--- config.mk ---
export PLATFORM = sky130hd
export DESIGN_NAME = sort_result_collector
export DESIGN_NICKNAME = d
export VERILOG_FILES = /design/src/rtl/sort_pkg.sv /design/src/rtl/sort_stat_acc.sv /design/src/rtl/sort_result_collector.sv
export SDC_FILE = /design/constraint.sdc
export NUM_CORES = 1
export LEC_CHECK = 0
export BUFFER_PORTS_ARGS = -buffer_cell sky130_fd_sc_hd__buf_2
export CELL_PAD_IN_SITES_DETAIL_PLACEMENT = 0
export CELL_PAD_IN_SITES_GLOBAL_PLACEMENT = 1
export CORE_UTILIZATION = 30
export DETAILED_ROUTE_END_ITERATION = 8
export GPL_TIMING_DRIVEN = 1
export HOLD_SLACK_MARGIN = 0.1
export MAX_ROUTING_LAYER = met4
export PLACE_DENSITY = 0.67
export RECOVER_POWER = 100
export REMOVE_ABC_BUFFERS = 1
export SLEW_MARGIN = 20
export SYNTH_ARGS = -nofsm -noshare
export SYNTH_HDL_FRONTEND = slang
export SYNTH_SLANG_ARGS = --single-unit
--- constraint.sdc ---
create_clock -name clk -period 6.2 [get_ports clk]
set_input_delay 0.31 -clock clk [delete_from_list [all_inputs] [get_ports clk]]
set_output_delay 0.31 -clock clk [all_outputs]
set_load 0.005 [all_outputs]
--- src/rtl/sort_pkg.sv ---
// Shared definitions for the sort path (insertion sorter and result collector):
// default word width, frame depth, index width and the collector state encoding.
package sort_pkg;

  localparam int SORT_DATA_W    = 32;
  localparam int SORT_MAX_COUNT = 101;

  // Index counter width; covers 0..SORT_MAX_COUNT.
  localparam int IDX_W = $clog2(SORT_MAX_COUNT + 1);

  typedef enum logic [1:0] {
    IDLE    = 2'd0,
    COLLECT = 2'd1,
    REPORT  = 2'd2
  } state_t;

endpackage

--- src/rtl/sort_stat_acc.sv ---
// Per-frame statistics datapath: running min, max, order check and optional sum.
// Optional feature macro: SORT_SUM_EN builds the sum accumulator; without it
// res_sum is tied to zero.
module sort_stat_acc
  import sort_pkg::*;
#(
  parameter int DATA_W = SORT_DATA_W,
  parameter int SUM_W  = 40
) (
  input  logic              clk,
  input  logic              reset,
  input  logic              clear,
  input  logic              beat,
  input  logic              first,
  input  logic [DATA_W-1:0] data,
  output logic [DATA_W-1:0] res_min,
  output logic [DATA_W-1:0] res_max,
  output logic [SUM_W-1:0]  res_sum,
  output logic              err_order
);

  logic [DATA_W-1:0] prev;

  // Track min/max and flag any word smaller than the one before it.
  always_ff @(posedge clk) begin
    if (reset || clear) begin
      res_min   <= '0;
      res_max   <= '0;
      prev      <= '0;
      err_order <= 1'b0;
    end else if (beat) begin
      if (first) begin
        res_min <= data;
        res_max <= data;
      end else begin
        if (data < res_min) res_min <= data;
        if (data > res_max) res_max <= data;
        if (data < prev)    err_order <= 1'b1;
      end
      prev <= data;
    end
  end

`ifdef SORT_SUM_EN
  // Accumulate the frame sum; narrower-than-default builds wrap modulo 2^SUM_W.
  always_ff @(posedge clk) begin
    if (reset || clear) begin
      res_sum <= '0;
    end else if (beat) begin
      res_sum <= first ? SUM_W'(data) : res_sum + SUM_W'(data);
    end
  end
`else
  assign res_sum = '0;
`endif

endmodule

--- src/rtl/sort_result_collector.sv ---
// Checker and statistics tail of the sort path: collects one sorted frame,
// reports min/max/median/sum and ordering/length errors behind done/ack.
// Optional feature macro: SORT_SUM_EN (sum accumulator in sort_stat_acc).
//
// state   | meaning
// IDLE    | waiting for start; previous results remain readable
// COLLECT | accepting in_valid beats until count words have arrived
// REPORT  | done high, results frozen until ack
module sort_result_collector
  import sort_pkg::*;
#(
  parameter int DATA_W    = SORT_DATA_W,
  parameter int MAX_COUNT = SORT_MAX_COUNT,
  parameter int SUM_W     = 40
) (
  input  logic              clk,
  input  logic              reset,
  input  logic              start,
  input  logic [31:0]       count,
  input  logic              in_valid,
  input  logic [DATA_W-1:0] in_data,
  input  logic              ack,
  output logic              busy,
  output logic              done,
  output logic [DATA_W-1:0] res_min,
  output logic [DATA_W-1:0] res_max,
  output logic [DATA_W-1:0] res_median,
  output logic [SUM_W-1:0]  res_sum,
  output logic              err_order,
  output logic              err_count
);

  state_t           state;
  logic [IDX_W-1:0] idx;
  logic [IDX_W-1:0] last_idx;
  logic [IDX_W-1:0] med_idx;
  logic [IDX_W-1:0] count_m1;
  logic             count_ok;
  logic             stat_clear;
  logic             stat_beat;
  logic             stat_first;

  assign count_ok   = (count != 32'd0) && (count <= 32'(MAX_COUNT));
  assign count_m1   = count[IDX_W-1:0] - IDX_W'(1);
  assign stat_clear = (state == IDLE) && start;
  assign stat_beat  = (state == COLLECT) && in_valid;
  assign stat_first = (idx == '0);

  // Frame sequencing, index counter, median capture and registered status.
  always_ff @(posedge clk) begin
    if (reset) begin
      state      <= IDLE;
      idx        <= '0;
      last_idx   <= '0;
      med_idx    <= '0;
      busy       <= 1'b0;
      done       <= 1'b0;
      err_count  <= 1'b0;
      res_median <= '0;
    end else begin
      case (state)
        IDLE: begin
          if (start) begin
            idx        <= '0;
            res_median <= '0;
            if (count_ok) begin
              state     <= COLLECT;
              busy      <= 1'b1;
              err_count <= 1'b0;
              last_idx  <= count_m1;
              med_idx   <= count_m1 >> 1;
            end else begin
              state     <= REPORT;
              done      <= 1'b1;
              err_count <= 1'b1;
            end
          end
        end
        COLLECT: begin
          if (in_valid) begin
            if (idx == med_idx) res_median <= in_data;
            idx <= idx + IDX_W'(1);
            if (idx == last_idx) begin
              state <= REPORT;
              busy  <= 1'b0;
              done  <= 1'b1;
            end
          end
        end
        REPORT: begin
          if (ack) begin
            state <= IDLE;
            done  <= 1'b0;
          end
        end
        default: begin
          state <= IDLE;
          busy  <= 1'b0;
          done  <= 1'b0;
        end
      endcase
    end
  end

  sort_stat_acc #(
    .DATA_W (DATA_W),
    .SUM_W  (SUM_W)
  ) u_stat (
    .clk       (clk),
    .reset     (reset),
    .clear     (stat_clear),
    .beat      (stat_beat),
    .first     (stat_first),
    .data      (in_data),
    .res_min   (res_min),
    .res_max   (res_max),
    .res_sum   (res_sum),
    .err_order (err_order)
  );

endmodule

==> run_results.csv <==
group,metric,value,unit
grt,grt_most_used_layer,"met2",
timing,clock-skew-final,0.0112,ns
critical_path,arrival,4.79,ns
timing,fmax,0.221,GHz
floorplanning,die_y,172,um
synthesis,yosysMostFrequentCell,"nand2_1",
synthesis,ys_async_sr_fraction,0,%
power_and_ir_drop,irDropWorstVdd,0.165,mV
power_and_ir_drop,combPwrFrac,12.1,%
timing,worst_slew_pin_slew,2.20,ns
synthesis,synth_top_area_cell,"dfxtp_1",
synthesis,ys_ff_latch,148,
grt,met1_usage,21.2,%
grt,use_met2,27.1,%
critical_path,critPathMaxFanout,41,
placement,globalplace.congestion,0.780,
timing,period_share,72.9,%
critical_path,critPathSlowestCell,"clkbuf_1",
synthesis,synth.top_cell.area_share,34.2,%
grt,grt_use_total,16.8,%
clock_tree,postCtsHoldBufs,0,
synthesis,synthTopCellsByCount,"216 x nand2_1, 148 x dfxtp_1, 104 x a21oi_1, 102 x inv_1, 99 x ha_1",
power_and_ir_drop,p_int,1.69,mW
timing,drv_slew,76,
critical_path,critical_path_class,"reg2reg",
power_and_ir_drop,cellLeakagePower,4.21,nW
critical_path,worstPathCellList,"and3b_1 -> clkbuf_1 -> a41oi_1 -> clkbuf_1 -> nand2_1 -> a21oi_1",
clock_tree,h-tree-depth,4,
floorplanning,io_pins,209,
grt,grt_overflow,0,
clock_tree,cts_sinks,148,
grt,grtUsageMet3,3.34,%
critical_path,cp-start-kind,"flip-flop",
grt,grt_max_degree,50,
timing,rsz0062_at_grt,"false",
clock_tree,clockBufferDepth,2,
floorplanning,fp.dieArea,29500,sq um
clock_tree,cts_tree,"done",
grt,grt_pass1_wl,36900,um
timing,fin_crit,4.52,ns
placement,port_buffers,168,
power_and_ir_drop,clockPowerShare,45.5,%
drt,vias_per_cell,4.63,
synthesis,synthTopCellsByArea,"dfxtp_1 34%, ha_1 14%, nand2_1 9.4%",
power_and_ir_drop,power_frac_seq,42.4,%
synthesis,synth-main-ff-cell,"dfxtp_1",
power_and_ir_drop,powerDensity,228,nW/um^2
critical_path,timing.critical_path.mode_cell,"clkbuf_1",
final_layout,drive_gt1_share,12.3,%
drt,route.vias.total,7342,
critical_path,rrSetupSlack,1.68,ns
critical_path,required,6.47,ns
drt,route.detailed.drc,0,
placement,place_inst,1554,
floorplanning,rows,61,
final_layout,n_antenna_cell,0,
power_and_ir_drop,power_switching,612,uW
synthesis,synth_edf_count,0,
critical_path,max_stage_delay,1.56,ns
timing,finalHoldViolations,0,
power_and_ir_drop,switching_share,26.6,%
floorplanning,die_w,172,um
final_layout,nets,1364,
synthesis,synth_cells,1050,
drt,routedWlPerCell,15.0,um
grt,antenna_found_initial,0,
min_path,hold_path_class,"in2reg",
placement,dpl-instance-area,9600,sq um
clock_tree,cts_root_buffer,"clkbuf_16",
timing,tns,0,ns
drt,ant_nets,0,
clock_tree,postCtsSetupBuffers,0,
synthesis,synth-warning-count,0,
grt,grt_pass1_vias,6771,
clock_tree,cts_made_buffers,17,
synthesis,ys_seq_area_share,34.2,%
run,maxCapViolations,3,
final_layout,finalNonFillerCells,1586,
clock_tree,clkLatencyLatePin,0.42,ns
final_layout,areaGrowthSynthToFinish,16.5,%
floorplanning,core_region_area,28100,sq um
timing,slew-limit-headroom,-46.6,%
placement,dp_hpwl,17000,um
run_status,outcome,"complete, but fails checks",
synthesis,syn_avg_cell_area,8.24,sq um
synthesis,synth.distinct_cells,61,
clock_tree,post_cts_resized,0,
timing,finalSetupViolCount,0,
run_status,violations,"max-capacitance violations, max-slew violations",
final_layout,final_cell_area,10100,sq um
critical_path,endpoint_kind,"flip-flop",
drt,firstDrtPassIters,5,
drt,drtIter0Drc,410,
drt,finalWirelength,23700,um
floorplanning,start_util,30.8,%
synthesis,synth_area,8650,sq um
clock_tree,clkSlewWorstSetupHoldPaths,0.06,ns
==> metal layers <==
metal | vias up | wire (um)
li1 | 3775 | -
met1 | 3385 | 11300
met2 | 164 | 11000
met3 | 18 | 1100
met4 | 0 | 267
met5 | - | 0
==> layout by cell type, fill, tap and decap left out, drive strengths merged, types with 2 or more instances in the layout <==
cell,instances
a2111oi,3
a211oi,8
a21boi,2
a21o,10
a21oi,104
a221oi,2
a311oi,2
a31oi,3
a41o,2
and3,2
buf,108
bufinv,3
clkbuf,92
clkinv,5
clkinvlp,2
conb,40
dfxtp,148
ha,99
inv,102
mux2i,64
nand2,216
nand2b,3
nand3,40
nand4,20
nor2,32
nor2b,4
nor3,14
nor4,9
o2111ai,3
o211ai,2
o21ai,19
or3,2
or4,3
xnor2,13
xor2,9
==> metrics by stage <==
| step | utilization (%) | hold slack, ns | power, mW | worst slack, ns |
|---|---|---|---|---|
| after floorplan | - | 0.379 | 1.15 | 2.18 |
| final | 35.9 | 0.162 | 2.30 | 1.68 |
| after global placement | 34.2 | 0.436 | 1.27 | 2.57 |
| after detailed placement | 34.2 | 0.441 | 1.28 | 2.56 |
| after CTS | 36.2 | 0.143 | 2.33 | 2.62 |
| after global routing | 35.9 | 0.159 | 2.41 | 1.25 |
==> area by class of cell <==
type / count / area (sq um)
fill: 3040 / 18000
multi-input combinational: 748 / 4850
sequential: 148 / 2960
timing repair buffer: 179 / 836
tap: 378 / 473
clock buffer: 21 / 440
inverter: 102 / 383
clock inverter: 10 / 134
==> critical path: cells and delay by family, from the launching register on <==
kind            cells  cell delay [ns]
simple gates        2             0.43
buf+inv             2             2.31
compound gates      2             1.13
flops               1             0.47
==> cells by family after synthesis <==
kind of cell    after synthesis  synth area share (%)
compound gates              170                  11.7
xor+xnor                     22                  2.23
fa+ha+maj                    99                  14.3
buf+inv                     193                  11.6
flops                       148                  34.2
mux                          64                  7.40
other cells                   1                0.0433
simple gates                353                  18.4
==> flip-flops by register name (all words and copies together) (netlist names) <==
register	flops
u_stat.res_max	32
last_idx	7
u_stat.err_order	1
u_stat.res_min	32
res_median	32
idx	7
u_stat.prev	32
err_count	1
done	1
state	2
busy	1
==> final timing paths <==
check | start | depth (start not counted) | to
max | state[0] | 6 | res_median[11]
max reg2reg | state[0] | 6 | res_median[11]
min | ack | 4 | done
min reg2reg | res_median[5] | 2 | res_median[5]
==> power groups by stage <==
stage	Clock [mW]	Sequential (mW)	Combinational [mW]
after global routing	1.12	0.976	0.316
final	1.05	0.975	0.278
after CTS	1.08	0.975	0.282
after detailed placement	0	0.996	0.280
after floorplan	0	0.995	0.152
after global placement	0	0.996	0.279
No activity file was read; power rests on OpenSTA's default activity.
